### src/rtl/alu_pkg.sv
// Shared opcode, FSM state and flag definitions for the multi-cycle ALU.
package alu_pkg;

    typedef enum logic [3:0] {
        OP_XOR    = 4'h0,
        OP_AND    = 4'h1,
        OP_ADD    = 4'h2,
        OP_SLL    = 4'h3,
        OP_SRL    = 4'h4,
        OP_SRA    = 4'h5,
        OP_SUB    = 4'h6,
        OP_OR     = 4'h7,
        OP_MUL    = 4'h8,
        OP_DIV    = 4'h9,
        OP_DIVU   = 4'hA,
        OP_REM    = 4'hB,
        OP_REMU   = 4'hC,
        OP_MULH   = 4'hD,
        OP_MULHSU = 4'hE,
        OP_MULHU  = 4'hF
    } alu_op_e;

    typedef logic [1:0] alu_state_e;
    localparam alu_state_e ST_IDLE = 2'd0;
    localparam alu_state_e ST_MUL  = 2'd1;
    localparam alu_state_e ST_DIV  = 2'd2;
    localparam alu_state_e ST_DONE = 2'd3;

    localparam int CMP_LT = 2;
    localparam int CMP_GT = 1;
    localparam int CMP_EQ = 0;

    function automatic logic is_mul(input alu_op_e op);
        return op inside {OP_MUL, OP_MULH, OP_MULHSU, OP_MULHU};
    endfunction

    function automatic logic is_div(input alu_op_e op);
        return op inside {OP_DIV, OP_DIVU, OP_REM, OP_REMU};
    endfunction

endpackage

### src/rtl/alu_div_iter.sv
// Restoring radix-2 divider: XLEN iterations on magnitudes, then one cycle
// in which the signed quotient/remainder is presented with done=1.
module alu_div_iter #(
    parameter int XLEN = 32
) (
    input  logic            clk,
    input  logic            rst_n,
    input  logic            start,
    input  logic            abort,
    input  logic            signed_op,
    input  logic            rem_sel,
    input  logic [XLEN-1:0] dividend,
    input  logic [XLEN-1:0] divisor,
    output logic            done,
    output logic [XLEN-1:0] result
);
    localparam int CW = $clog2(XLEN);
    localparam logic [1:0] P_IDLE = 2'd0;
    localparam logic [1:0] P_ITER = 2'd1;
    localparam logic [1:0] P_FIX  = 2'd2;

    logic [1:0]      phase;
    logic [CW-1:0]   cnt;
    logic [XLEN-1:0] q, r, d;
    logic            quo_neg, rem_neg, rem_sel_q;
    logic [XLEN:0]   sh, diff;

    // Partial remainder shifted left with the next dividend bit, minus divisor.
    assign sh   = {r, q[XLEN-1]};
    assign diff = sh - {1'b0, d};

    assign done   = (phase == P_FIX);
    assign result = rem_sel_q ? (rem_neg ? -r : r) : (quo_neg ? -q : q);

    always_ff @(posedge clk or negedge rst_n) begin
        if (!rst_n) begin
            phase     <= P_IDLE;
            cnt       <= '0;
            q         <= '0;
            r         <= '0;
            d         <= '0;
            quo_neg   <= 1'b0;
            rem_neg   <= 1'b0;
            rem_sel_q <= 1'b0;
        end else if (abort) begin
            phase <= P_IDLE;
        end else begin
            case (phase)
                P_IDLE: begin
                    if (start) begin
                        phase     <= P_ITER;
                        cnt       <= '0;
                        r         <= '0;
                        q         <= (signed_op && dividend[XLEN-1]) ? -dividend : dividend;
                        d         <= (signed_op && divisor[XLEN-1]) ? -divisor : divisor;
                        quo_neg   <= signed_op && (dividend[XLEN-1] ^ divisor[XLEN-1]);
                        rem_neg   <= signed_op && dividend[XLEN-1];
                        rem_sel_q <= rem_sel;
                    end
                end
                P_ITER: begin
                    if (!diff[XLEN]) begin
                        r <= diff[XLEN-1:0];
                        q <= {q[XLEN-2:0], 1'b1};
                    end else begin
                        r <= sh[XLEN-1:0];
                        q <= {q[XLEN-2:0], 1'b0};
                    end
                    cnt <= cnt + 1'b1;
                    if (cnt == CW'(XLEN - 1)) phase <= P_FIX;
                end
                default: phase <= P_IDLE;
            endcase
        end
    end

endmodule

### src/rtl/alu_mc.sv
// Multi-cycle execute-stage ALU: single-cycle logic/arith/shift, pipelined
// multiply and iterative divide behind a valid/ready handshake.
module alu_mc
    import alu_pkg::*;
#(
    parameter int XLEN       = 32,
    parameter int MUL_STAGES = 2
) (
    input  logic            clk,
    input  logic            rst_n,
    input  logic            in_valid,
    output logic            in_ready,
    input  logic [XLEN-1:0] alu_a,
    input  logic [XLEN-1:0] alu_b,
    input  logic [3:0]      alu_operation_type,
    input  logic            comparison_mode,
    input  logic            flush,
    output logic            out_valid,
    input  logic            out_ready,
    output logic [XLEN-1:0] alu_result,
    output logic [2:0]      comparison_flags,
    output logic            busy
);
    localparam int SW = $clog2(XLEN);
    localparam logic [XLEN-1:0] MOST_NEG = {1'b1, {(XLEN-1){1'b0}}};

    alu_state_e      state;
    alu_op_e         op, op_q;
    logic [XLEN-1:0] a_q, b_q;
    logic            mode_q;
    logic            accept, div_signed, div_ovf, div_start, div_done;
    logic            a_sgn, b_sgn;
    logic [SW-1:0]   shamt;
    logic [XLEN-1:0] quick_res, div_res;
    logic signed [2*XLEN-1:0] mul_a, mul_b;
    logic [2*XLEN-1:0] mul_prod;
    logic [2*XLEN-1:0] mul_pipe [MUL_STAGES];
    logic [MUL_STAGES-1:0] mul_vld;

    // Handshake: a transfer happens on any edge where valid and ready are both
    // high; flush in IDLE suppresses the transfer even though in_ready is 1.
    assign in_ready  = (state == ST_IDLE);
    assign out_valid = (state == ST_DONE);
    assign busy      = (state != ST_IDLE);

    assign op         = alu_op_e'(alu_operation_type);
    assign accept     = in_valid && (state == ST_IDLE) && !flush;
    assign shamt      = alu_b[SW-1:0];
    assign div_signed = (op == OP_DIV) || (op == OP_REM);
    assign div_ovf    = div_signed && (alu_a == MOST_NEG) && (alu_b == '1);
    assign div_start  = accept && is_div(op) && (alu_b != '0) && !div_ovf;

    // Sign-extending to 2*XLEN gives the same low 2*XLEN product bits as the
    // XLEN+1-bit extended multiply.
    assign a_sgn    = (op == OP_MULH) || (op == OP_MULHSU);
    assign b_sgn    = (op == OP_MULH);
    assign mul_a    = {{XLEN{a_sgn & alu_a[XLEN-1]}}, alu_a};
    assign mul_b    = {{XLEN{b_sgn & alu_b[XLEN-1]}}, alu_b};
    assign mul_prod = mul_a * mul_b;

    function automatic logic [2:0] cmp_flags(input logic [XLEN-1:0] a,
                                             input logic [XLEN-1:0] b,
                                             input logic uns);
        logic [2:0] f;
        f         = '0;
        f[CMP_LT] = uns ? (a < b) : ($signed(a) < $signed(b));
        f[CMP_GT] = uns ? (a > b) : ($signed(a) > $signed(b));
        f[CMP_EQ] = (a == b);
        return f;
    endfunction

    always_comb begin
        quick_res = '0;
        case (op)
            OP_XOR:  quick_res = alu_a ^ alu_b;
            OP_AND:  quick_res = alu_a & alu_b;
            OP_ADD:  quick_res = alu_a + alu_b;
            OP_SLL:  quick_res = alu_a << shamt;
            OP_SRL:  quick_res = alu_a >> shamt;
            OP_SRA:  quick_res = $signed(alu_a) >>> shamt;
            OP_SUB:  quick_res = alu_a - alu_b;
            OP_OR:   quick_res = alu_a | alu_b;
            // Only the zero-divisor and signed-overflow shortcuts land here.
            OP_DIV:  quick_res = div_ovf ? alu_a : '0;
            default: quick_res = '0;
        endcase
    end

    alu_div_iter #(.XLEN(XLEN)) u_div (
        .clk       (clk),
        .rst_n     (rst_n),
        .start     (div_start),
        .abort     (flush),
        .signed_op (div_signed),
        .rem_sel   ((op == OP_REM) || (op == OP_REMU)),
        .dividend  (alu_a),
        .divisor   (alu_b),
        .done      (div_done),
        .result    (div_res)
    );

    always_ff @(posedge clk or negedge rst_n) begin
        if (!rst_n) begin
            state            <= ST_IDLE;
            op_q             <= OP_XOR;
            a_q              <= '0;
            b_q              <= '0;
            mode_q           <= 1'b0;
            alu_result       <= '0;
            comparison_flags <= '0;
            mul_vld          <= '0;
            for (int i = 0; i < MUL_STAGES; i++) mul_pipe[i] <= '0;
        end else begin
            mul_vld[0] <= accept && is_mul(op);
            if (accept) mul_pipe[0] <= mul_prod;
            for (int i = 1; i < MUL_STAGES; i++) begin
                mul_vld[i]  <= mul_vld[i-1] && !flush;
                mul_pipe[i] <= mul_pipe[i-1];
            end
            case (state)
                ST_IDLE: begin
                    if (accept) begin
                        op_q   <= op;
                        a_q    <= alu_a;
                        b_q    <= alu_b;
                        mode_q <= comparison_mode;
                        if (is_mul(op)) begin
                            state <= ST_MUL;
                        end else if (div_start) begin
                            state <= ST_DIV;
                        end else begin
                            state            <= ST_DONE;
                            alu_result       <= quick_res;
                            comparison_flags <= cmp_flags(alu_a, alu_b, comparison_mode);
                        end
                    end
                end
                ST_MUL: begin
                    if (flush) begin
                        state <= ST_IDLE;
                    end else if (mul_vld[MUL_STAGES-1]) begin
                        state            <= ST_DONE;
                        alu_result       <= (op_q == OP_MUL) ? mul_pipe[MUL_STAGES-1][XLEN-1:0]
                                                             : mul_pipe[MUL_STAGES-1][2*XLEN-1:XLEN];
                        comparison_flags <= cmp_flags(a_q, b_q, mode_q);
                    end
                end
                ST_DIV: begin
                    if (flush) begin
                        state <= ST_IDLE;
                    end else if (div_done) begin
                        state            <= ST_DONE;
                        alu_result       <= div_res;
                        comparison_flags <= cmp_flags(a_q, b_q, mode_q);
                    end
                end
                default: begin
                    if (flush || out_ready) state <= ST_IDLE;
                end
            endcase
        end
    end

endmodule

### config.mk
export PLATFORM = sky130hd
export DESIGN_NAME = alu_mc
export DESIGN_NICKNAME = d
export VERILOG_FILES = /design/src/rtl/alu_pkg.sv /design/src/rtl/alu_div_iter.sv /design/src/rtl/alu_mc.sv
export SDC_FILE = /design/constraint.sdc
export NUM_CORES = 2
export LEC_CHECK = 0
export ABC_AREA = 1
export CAP_MARGIN = 20
export CORE_ASPECT_RATIO = 1.75
export CORE_MARGIN = 2
export CORE_UTILIZATION = 55
export CTS_BUF_LIST = sky130_fd_sc_hd__clkbuf_2 sky130_fd_sc_hd__clkbuf_4 sky130_fd_sc_hd__clkbuf_8
export DETAILED_ROUTE_END_ITERATION = 12
export HOLD_SLACK_MARGIN = 0.06
export PLACE_DENSITY = 0.71
export RECOVER_POWER = 25
export SYNTH_ARGS = -nofsm -noshare
export SYNTH_HDL_FRONTEND = slang
export SYNTH_SLANG_ARGS = --single-unit
### constraint.sdc
create_clock -name clk -period 4.3 [get_ports clk]
set_input_delay 1.075 -clock clk [delete_from_list [all_inputs] [get_ports clk]]
set_output_delay 1.075 -clock clk [all_outputs]
set_load 0.05 [all_outputs]
==> results of run 1 <==
-- Yosys cell counts, types with 16 or more instances --
cell type,instances
a21boi_1,23
a21oi_1,312
a31oi_1,23
buf_1,105
buf_2,101
clkbuf_1,224
dfrtp_1,342
fa_1,1128
ha_1,384
inv_1,2152
inv_2,27
nand2_1,2752
nand3_1,724
nand4_1,79
nor2_1,650
nor2_2,16
nor3_1,64
nor4_1,16
o211ai_1,31
o21ai_0,404
o21ai_1,57
o21bai_1,27
o22ai_1,28
or2_2,21
xnor2_1,34
xor2_1,67
-- kinds of logic after synthesis --
| family | after synthesis |
|---|---|
| AO/OA/AOI/OAI | 975 |
| flip-flops | 342 |
| AND/OR/NAND/NOR | 4374 |
| XOR/XNOR | 101 |
| adder cells (fa/ha/maj) | 1512 |
| buffers and inverters | 2637 |
-- metrics by stage --
step | instances | cell area [sq um] | hold WS (ns) | setup TNS (ns)
floorplan | 9941 | 71900 | 0.354 | -155.44
global placement | 12700 | 84600 | 0.360 | -239.25
detailed placement | 12700 | 84600 | 0.360 | -240.39
CTS | 12900 | 89600 | 0.366 | -147.07
-- per-layer routing --
layer  track usage  overflow
met3         0.548       120
met5         0.365        10
met1         0.735        88
met4         0.738       807
met2         0.953      1861
-- repair_timing --
item,4_1_cts
resized for setup,829
cloned,3
setup buffers,107
endpoints found under the setup margin,58
pin swaps,320
==> results.md, run 1 <==
* Mux share of post-synthesis cell area at 0
* Port bufs at 111
* Syn_area_per_cell at about 7.1 sq um
* Post-synthesis simple-gate area fraction at 0.256
* Status: stopped before the end
* Synth area leader: fa_1
* Die span in y at 477 microns
* Share of the synthesized area in the top cell type at 0.321
* Pin count of the biggest net entering global routing at ~210
* Synth warn at 0
* Synth Cell Area at 70400 sq um
* Die W at 274 microns
* I/O Pins at 112
* Vias in the first global route at 92700
* Ys async rst share at 1.00
* CTS Buffer Depth at 3
* GPL Wtd Cong at approximately 1.2
* Error: [ERROR GRT-0116] Global routing finished with congestion. Check the congestion regions in the DRC Viewer.
* Most used DFF post-synth: dfrtp_1
* Total gr overflow at roughly 2900
* Synth Area in Compound Gates at 0.0767
* Detailed placement HPWL at 312000 microns
* Total Routing Usage GR at 0.748
* Syn Inst Count at 9941
* H-Tree Depth at 2
* Xor/xnor share of the synthesized area at 0.0126
* Combinational family with the most area after synthesis: adder cells
* Distinct cells, synth at 65
* FF+latch count, synth at 342
* Number of enable flip-flop cells after synthesis at 0
* CTS sink cnt at 342
* Initial Utilization at 0.554
* Syn Nets at 11500
* Largest cells by area after synthesis: fa_1, nand2_1, dfrtp_1, inv_1, ha_1
* Total CTS buffers at 50
* Failed at: global routing
* Pre-CTS setup slack at -4.69 ns
* CTS Hold Buffers Added at 0
* FP Rows at 173
* Sequential area share after synthesis at 0.122
* Adder-cell area share of the yosys netlist at 0.389
* Root cell of the clock tree: clkbuf_8
* First-pass GRT wire length at between 700000 and 800000 microns
==> run 2: changes to the inputs <==
- CORE_ASPECT_RATIO: 1.75 -> not set
- CORE_UTILIZATION: 55 -> 40
- CTS_BUF_LIST: sky130_fd_sc_hd__clkbuf_2 sky130_fd_sc_hd__clkbuf_4 sky130_fd_sc_hd__clkbuf_8 -> not set
- HOLD_SLACK_MARGIN: 0.06 -> not set
- PLACE_DENSITY: 0.71 -> not set
- PLACE_DENSITY_LB_ADDON: not set -> 0.15
==> run 2 against run 1 <==
Effect of this change: synthesized area did not move; synthesized cell count did not move; the flow now finishes, with violations (max-capacitance violations, max-slew violations, negative setup slack).
==> results.md, run 2 <==
* Final min period at 7.51 ns
* Die span in y at 423 microns (was 477 microns)
* DR WL/cell at 25.7 microns
* Highest metal used: met5
* Final worst setup slack at -3.21 ns
* Worst r2r src: u_div.q[31]
* Crit path max fanout at 6
* Root cell of the clock tree: clkbuf_16 (was clkbuf_8)
* Area growth syn-to-layout at 31.1%
* Normalized max-slew margin at -0.991
* Top delay family on crit path: adder cells
* WHS Endpoint: mul_pipe[1]
* Vias in the first global route at 72400
* Placed inst area at 84100 sq um (was 84600 sq um)
* CTS clock-pin slew for the worst setup and hold paths at 0.07 ns
* GPL Wtd Cong at 1.07 (was 1.21)
* Syn_area_per_cell at 7.08 sq um (unchanged)
* Worst r2r dst: u_div.r[31]
* Fillers at ~17000
* Syn Nets at 11500 (unchanged)
* Period utilization at 1.75
* CTS sink cnt at 342 (unchanged)
* Pre-CTS setup slack at -4.84 ns (was -4.69 ns)
* Pin count of the biggest net entering global routing at 214
* Commonest non-fill, non-tap cell in the layout: nand2_1
* Number of flip-flops under the largest register name at about 130
* Critical path class: in -> reg
* Share of the synthesized area in the top cell type at 0.321 (unchanged)
* F_max at 133 MHz
* Slowest stage delay, CP at 0.57 ns
* Number of enable flip-flop cells after synthesis at 0 (unchanged)
* Total wire length at 346000 microns
* Share of layout cells above drive strength 1 at 0.230
* Register area at around 8600 sq um
* Vias per inst at between 5 and 6
* Nets at 12700
* Critical path startpoint: alu_a[31]
* Total Routing Usage GR at 0.386
* Worst-skew pair later-pin latency at 0.63 ns
* Final antenna-violating net count at 0
* Setup crit start kind: primary input
* I/O Pins at 112 (unchanged)
* Synth warn at 0 (unchanged)
* Crit-path most repeated cell: fa_1
* CTS Hold Buffers Added at 0 (unchanged)
* Wire length on met3 at 32800 microns
* Synth area leader: fa_1 (unchanged)
* Worst-Margin Slew at between 2 and 3 ns
* Die W at 423 microns (was 274 microns)
* Die ar. at 179000 sq um
* FF+latch count, synth at 342 (unchanged)
* M1 wire length at 146000 microns
* Distinct cells, synth at 65 (unchanged)
* WHS Path Cells at 0
* Critical Path Slowest Stage Cell: fa_1
* Synth top cells by count: nand2_1, inv_1, fa_1, nand3_1, nor2_1 (unchanged)
* Worst path bufs/invs at 11
* Syn Inst Count at 9941 (unchanged)
* Max-cap violation count at 1
* Clock skew at 0.0344 ns
* Detailed placement HPWL at 292000 microns (was 312000 microns)
* Initial Utilization at 0.403 (was 0.554)
* Failing checks: max-capacitance violations, max-slew violations, negative setup slack
* Ys async rst share at 1.00 (unchanged)
* RSZ-0062 raised after global routing: true
* Cell with the most instances after synthesis: nand2_1 (unchanged)
* CTS Buffer Depth at 3 (unchanged)
* Top reg by flops: mul_pipe
* Reg2Reg Setup Slack at 1.02 ns
* DR DRC count at 0
* Area of the multi-input gates at 56300 sq um
* Largest cells by area after synthesis: fa_1, nand2_1, dfrtp_1, inv_1, ha_1 (unchanged)
* TritonCTS clock tree: done
* Status: finished with violations (was stopped before the end)
* Setup violators final at 59
* Pre-antenna DRT Iters at 8
* Hold Crit Start: mul_pipe[65]
* H-Tree Depth at 2 (unchanged)
* Reg2reg path depth at 16
* Fin. Hold Viols at 0
* CP Capture Type: register
* Total gr overflow at 0
* FP Rows at 153 (was 173)
* WP data arrival at about 8 ns
* Total CTS buffers at 40 (was 50)
* Core outline area at 174000 sq um
* Finished layout cell area at a little over 90000 sq um
* Sequential area share after synthesis at 0.122 (unchanged)
* Synth Cell Area at 70400 sq um (unchanged)
* Final Max Tran Viols at approximately 90
* Metal2 WL at roughly 150000 microns
* First-pass GRT wire length at 503000 microns
* DR iter-0 viols at 7409
* Commonest non-fill, non-tap cells in the layout: nand2_1, inv_1, buf_4, fa_1, nand3_1
* Port bufs at 111 (unchanged)
* Initial antenna violation count at 16
* Most used DFF post-synth: dfrtp_1 (unchanged)
* Critical Path RT at approximately 4.8 ns
* Min-Delay Path Class: reg -> reg
* Via Count at 72200
-- run 2: area by class of cell --
class | count | area share
timing repair buffer | 1584 | 0.160
clock buffer | 57 | 0.0130
inverter | 2183 | 0.0897
sequential | 342 | 0.0928
tap | 2325 | 0.0315
clock inverter | 16 | 0.00212
antenna | 5 | 0.000136
multi-input combinational | 6962 | 0.611
-- run 2: what timing repair did --
item,in CTS,in global routing
endpoints found under the setup margin,59,66
buffers inserted,146,74
cloned,4,2
gates resized for setup,1005,420
pin swaps,368,323
hold endpoints to repair,0,0
-- run 2: cell families (layout without fill, tap and decap cells) --
group           after synthesis  count (layout)  synth area share
compound gates              975             975            0.0767
simple gates               4374            4374             0.256
xor+xnor                    101             101            0.0126
buf+inv                    2637            3840             0.144
flops                       342             342             0.122
other cells                   0               5                 0
fa+ha+maj                  1512            1512             0.389
-- run 2: metal layers --
metal	GRT usage	vias to the layer above
met4	0.187	14
met2	0.569	3322
met1	0.538	36000
li1	-	32200
met3	0.0816	637
met5	0	-
-- run 2: how the worst max path moves through the flow --
| stage | endpoint | slack [ns] | cells after the start |
|---|---|---|---|
| floorplan | mul_pipe[120] | -3.54 | 31 |
| global placement | mul_pipe[112] | -4.89 | 32 |
| detailed placement | mul_pipe[112] | -4.84 | 32 |
| CTS | mul_pipe[123] | -3.16 | 29 |
| global route | mul_pipe[123] | -3.37 | 32 |
| finish | mul_pipe[112] | -3.21 | 33 |
-- run 2: worst reg2reg max path: cells and delay by family, from the launching register on --
kind            cells  cell delay, ns
simple gates       10            1.18
fa+ha+maj           2            0.60
buf+inv             3            0.59
flops               1            0.45
compound gates      1            0.32
-- run 2: metrics by stage --
stage | util | hold WS (ns) | instances | TNS, ns
final | 0.529 | 0.371 | 13500 | -155.72
after global routing | 0.529 | 0.375 | 13500 | -172.24
after CTS | 0.518 | 0.361 | 13400 | -155.41
after detailed placement | 0.482 | 0.359 | 13200 | -254.25
after global placement | 0.482 | 0.356 | 13200 | -253.57
after floorplan | - | 0.354 | 9941 | -155.44
Power of run 2 is left out: the tool's default activity adds up to more than one toggle a clock period on the data nets, which glitch-free logic cannot reach.
